File: src/rtl/phase_packetizer.sv
// Buffers PR3 phase-estimator beats in a FIFO and serialises each one as an 8-byte packet on a
// valid/ready byte stream. Beats arriving while full are dropped, counted and flagged in-band.
module phase_packetizer #(
  parameter int unsigned DEPTH   = 64,
  parameter logic [3:0]  HDR_TAG = 4'hA
) (
  input  logic                       clk40,
  input  logic                       reset,
  input  logic                       sink_valid,
  input  logic                       sink_sop,
  input  logic                       sink_eop,
  input  logic [23:0]                sink_freq,
  input  logic [15:0]                sink_phaseA,
  input  logic [15:0]                sink_phaseB,
  output logic [7:0]                 tx_data,
  output logic                       tx_valid,
  input  logic                       tx_ready,
  output logic [15:0]                dropped,
  output logic [$clog2(DEPTH):0]     fill
);

  localparam int unsigned AW = $clog2(DEPTH);
  localparam int unsigned FW = AW + 1;

  localparam logic [1:0] StIdle = 2'd0;
  localparam logic [1:0] StLoad = 2'd1;
  localparam logic [1:0] StSend = 2'd2;

  logic [58:0]   mem [DEPTH];
  logic [AW-1:0] wr_ptr_q, rd_ptr_q;
  logic [FW-1:0] fill_q, fill_d;
  logic [15:0]   dropped_q;
  logic          gap_pending_q;
  logic [1:0]    state_q;
  logic [2:0]    idx_q;
  logic [63:0]   sreg_q;
  logic          tx_valid_q;

  logic          full, wr_en, drop, hs, pop;
  logic [58:0]   wr_entry, rd_entry;

  always_comb begin
    full     = (fill_q == FW'(DEPTH));
    wr_en    = sink_valid && !full;
    drop     = sink_valid && full;
    hs       = tx_valid_q && tx_ready;
    pop      = (state_q == StSend) && hs && (idx_q == 3'd7);
    wr_entry = {gap_pending_q, sink_sop, sink_eop, sink_freq, sink_phaseA, sink_phaseB};
    rd_entry = mem[rd_ptr_q];
    fill_d   = fill_q;
    unique case ({wr_en, pop})
      2'b10:   fill_d = fill_q + FW'(1);
      2'b01:   fill_d = fill_q - FW'(1);
      default: fill_d = fill_q;
    endcase
  end

  // Storage is not reset; contents are simply ignored once the pointers clear.
  always_ff @(posedge clk40) begin
    if (!reset && wr_en) begin
      mem[wr_ptr_q] <= wr_entry;
    end
  end

  always_ff @(posedge clk40) begin
    if (reset) begin
      wr_ptr_q      <= '0;
      rd_ptr_q      <= '0;
      fill_q        <= '0;
      dropped_q     <= '0;
      gap_pending_q <= 1'b0;
      state_q       <= StIdle;
      idx_q         <= '0;
      sreg_q        <= '0;
      tx_valid_q    <= 1'b0;
    end else begin
      fill_q <= fill_d;
      if (wr_en) begin
        wr_ptr_q      <= wr_ptr_q + AW'(1);
        gap_pending_q <= 1'b0;
      end
      if (drop) begin
        gap_pending_q <= 1'b1;
        if (dropped_q != 16'hFFFF) begin
          dropped_q <= dropped_q + 16'd1;
        end
      end
      case (state_q)
        StIdle: begin
          if (fill_q != '0) begin
            state_q <= StLoad;
          end
        end
        StLoad: begin
          // Header byte is the tag, a zero pad bit, then {gap, sop, eop}; payload follows MSB-first.
          sreg_q     <= {HDR_TAG, 1'b0, rd_entry};
          idx_q      <= '0;
          tx_valid_q <= 1'b1;
          state_q    <= StSend;
        end
        StSend: begin
          if (hs) begin
            sreg_q <= {sreg_q[55:0], 8'h00};
            if (idx_q == 3'd7) begin
              rd_ptr_q   <= rd_ptr_q + AW'(1);
              idx_q      <= '0;
              tx_valid_q <= 1'b0;
              state_q    <= (fill_d != '0) ? StLoad : StIdle;
            end else begin
              idx_q <= idx_q + 3'd1;
            end
          end
        end
        default: begin
          state_q    <= StIdle;
          tx_valid_q <= 1'b0;
        end
      endcase
    end
  end

  assign tx_data  = sreg_q[63:56];
  assign tx_valid = tx_valid_q;
  assign fill     = fill_q;
  assign dropped  = dropped_q;

endmodule

File: config.mk
export PLATFORM = sky130hd
export DESIGN_NAME = phase_packetizer
export DESIGN_NICKNAME = d
export VERILOG_FILES = /design/src/rtl/phase_packetizer.sv
export SDC_FILE = /design/constraint.sdc
export NUM_CORES = 2
export LEC_CHECK = 0
export CORE_MARGIN = 5
export CORE_UTILIZATION = 55
export DETAILED_ROUTE_END_ITERATION = 8
export PLACE_DENSITY = 0.82
export SYNTH_ARGS = -nofsm -noshare
export SYNTH_HDL_FRONTEND = slang
export SYNTH_SLANG_ARGS = --single-unit
File: constraint.sdc
create_clock -name clk40 -period 4.7 [get_ports clk40]
set_input_delay 0.94 -clock clk40 [delete_from_list [all_inputs] [get_ports clk40]]
set_output_delay 0.94 -clock clk40 [all_outputs]
set_load 0.02 [all_outputs]
==> key figures <==
Routing
  – TritonRoute pass-1 iters: 9
  – DRC viols: 2
  – Post-DR vias/cell: 7.166
  – Vias after detailed routing: 78730
  – Final WL: 435400 um
  – Detailed Route Iter0 Violations: 16312
  – Routed WL per cell: 39.63 um
  – Detail Route Antenna Nets: 0

CTS
  – Clock Latency Late Sink: 0.98 ns
  – Hold_buf cts: 0
  – CTS Root Cell: clkbuf_16
  – CTS Buffer Depth: 4
  – CTS H-tree depth: 5
  – Setup Fix Bufs, Post-CTS: 0
  – Worst-path clk slew: 0.06 ns
  – CTS tree: done
  – Gates resized, CTS repair: 0
  – Total CTS buffers: 380
  – Sink Count: 3888

Placed design
  – IO buf count: 93
  – Pre-CTS setup slack: 0.7195 ns
  – Final HPWL DP: 239200 um
  – GPL Wtd Cong: 0.9512

Synth
  – Top-area cell type share of the netlist area: 76.00%
  – Syn_nets: 6717
  – Mean post-synth cell area: 22.45 um^2
  – Post-synthesis cell count: 6647
  – Cell types occupying the most area after synthesis: edfxtp_1 (76%), mux4_2 (15%), dfxtp_1 (1.5%)
  – Post-synth EDFFs: 3776
  – Leading area contributor after synthesis: edfxtp_1
  – Synth Register Bits: 3888
  – Cell area after synthesis: 149200 um^2
  – Synth Flop Type: edfxtp_1
  – Ys async rst share: 0%
  – Seq/Total Area, Yosys: 77.50%
  – Yosys Warn Count: 0
  – Synth cell types: 67

STA
  – Setup Skew: 0.06061 ns
  – Count of final setup violators: 0
  – Part of the cycle the worst path needs: 84.80%
  – Slew Limit Fails: 0
  – Post-layout worst setup margin: 0.7142 ns
  – Min Hold Slack: 0.2234 ns
  – Peak Freq: 250.9 MHz
  – Final min period: 3.986 ns
  – Slew HR: 5.040%
  – Fin. Hold Viols: 0
  – Slew @ Worst Pin: 1.423 ns
  – RSZ-0062 raised after global routing: false

Outcome
  – Status: finished, violations left
  – Failing checks: DRC

Finish
  – Nets: 7176
  – Area growth, synth to finish: 12.79%
  – Fillers: 16707
  – Layout cell share with drive strength beyond 1: 27.86%
  – Commonest non-fill, non-tap cell in the layout: edfxtp_1
  – Most frequent cells in the layout: edfxtp_1 (3776), mux4_2 (991), clkbuf_16 (386), buf_4 (288), nand2_1 (230)

Power
  – Leak Pwr: 51.09 nW
  – VDD IR max: 0.3432 mV
  – Power density cells: 414.2 nW/um^2

Floorplanning
  – Ports: 94
  – Die W: 530.8 um
  – Core area: 270500 um^2
  – Die area: 281800 um^2
  – Die span in y: 530.8 um
  – Initial Utilization: 55.15%
  – Rows: 191

Global routing
  – First-pass GRT wire length: 610900 um
  – Gr usage total: 30.99%
  – Vias in the first global route: 79032
  – Largest net degree at the start of global routing: 97
  – Global route overflow: 0
  – Antenna violations before repair: 47

Worst hold path
  – HP Class: in -> reg

Critical path
  – WP data required: 5.55 ns
  – WS Path Type: reg -> reg
  – CP Capture Type: flip-flop
  – Critical path launch point type: flip-flop
  – Critical path fanouts, max: 46
  – Crit path DAT: 4.83 ns

Flow run
  – Number of max-cap violations: 0
## path summary, 6_finish.rpt
kind	to	slack, ns	start	depth (start not counted)
setup / recovery	sreg_q[3]	0.71	flip-flop	8
setup reg to reg	sreg_q[3]	0.71	flip-flop	8
hold / removal	mem[63][48]	0.22	sink_freq[16]	1
hold reg to reg	sreg_q[6]	0.47	sreg_q[6]	1
## state kept, by name, indices dropped and copies added, names as in the netlist, 2 cells and up, named ones only
name	flops
dropped	16
mem	3776
fill	7
rd_ptr_q	6
sreg_q	64
idx_q	3
wr_ptr_q	6
state_q	2
## cells in the mapped netlist (18+ instances only)
library cell / number
a31oi_1: 32
buf_6: 58
a211oi_1: 74
buf_4: 67
o22ai_1: 72
a311oi_1: 26
mux2_2: 24
buf_1: 27
nand2_1: 231
mux4_2: 991
clkbuf_1: 115
and2_1: 50
a21oi_1: 83
or3_1: 27
nor3_1: 42
o221ai_1: 28
mux2i_1: 217
nor2_1: 154
buf_2: 106
dfxtp_1: 112
a2111oi_0: 18
nand3_1: 40
o21ai_0: 74
edfxtp_1: 3776
## routing by layer
| layer | up-vias | global-route usage, % | routed length, um |
|---|---|---|---|
| met2 | 8161 | 47.36 | 201200 |
| li1 | 29061 | - | - |
| met3 | 1561 | 11.56 | 73710 |
| met1 | 39927 | 40.12 | 135700 |
| met4 | 20 | 14.12 | 24620 |
| met5 | - | 0 | 124 |
## per-stage QoR
stage	TNS, ns	total power (W)	util [%]	instance area [um^2]	instances
finish	0	0.06970	62.21	168300	10987
CTS	0	0.06964	62.19	168200	10970
global route	0	0.07138	62.20	168300	10975
floorplan	-586.39	0.03933	-	149200	6647
global placement	0	0.04027	57.75	156200	10294
detailed placement	0	0.04035	57.75	156200	10294
## power by group
group | internal (W) | switching [W]
registers | 0.0381 | 0.000156
logic | 0.000278 | 0.00117
clock network | 0.0171 | 0.0129
total | 0.0555 | 0.0142
## worst max-delay path, stage by stage (launching register included)
cell and delay, ns:
dfxtp_4 1.04, buf_12 0.38, buf_12 0.31, mux4_2 0.36, nor2b_1 0.15, a2111oi_0 0.84
a311oi_1 0.25, o21ai_0 0.28, o21ai_0 0.16
## final cells by class
cell class                 count  area (um^2)  area share (%)
antenna                       17        42.54         0.02528
tap                         3570         4467           2.654
timing repair buffer         458         4354           2.587
multi-input combinational   2370        31720           18.85
inverter                       8        41.29         0.02454
clock buffer                 483        10220           6.075
clock inverter               193         1782           1.059
sequential                  3888       115700           68.72
## cells by family (layout without fill, tap and decap cells)
group / Yosys count / in the layout / synth area share, %
AOI/OAI and AO/OA: 483 / 483 / 2.177
xor gates and xnor gates: 28 / 28 / 0.1644
adders and majority gates: 8 / 8 / 0.06709
buffers and inverters: 389 / 1142 / 1.592
DFF: 3888 / 3888 / 77.50
muxes: 1232 / 1232 / 16.60
other: 0 / 17 / 0
and+or+nand+nor: 619 / 619 / 1.904
No activity file was read; power rests on OpenSTA's default activity.
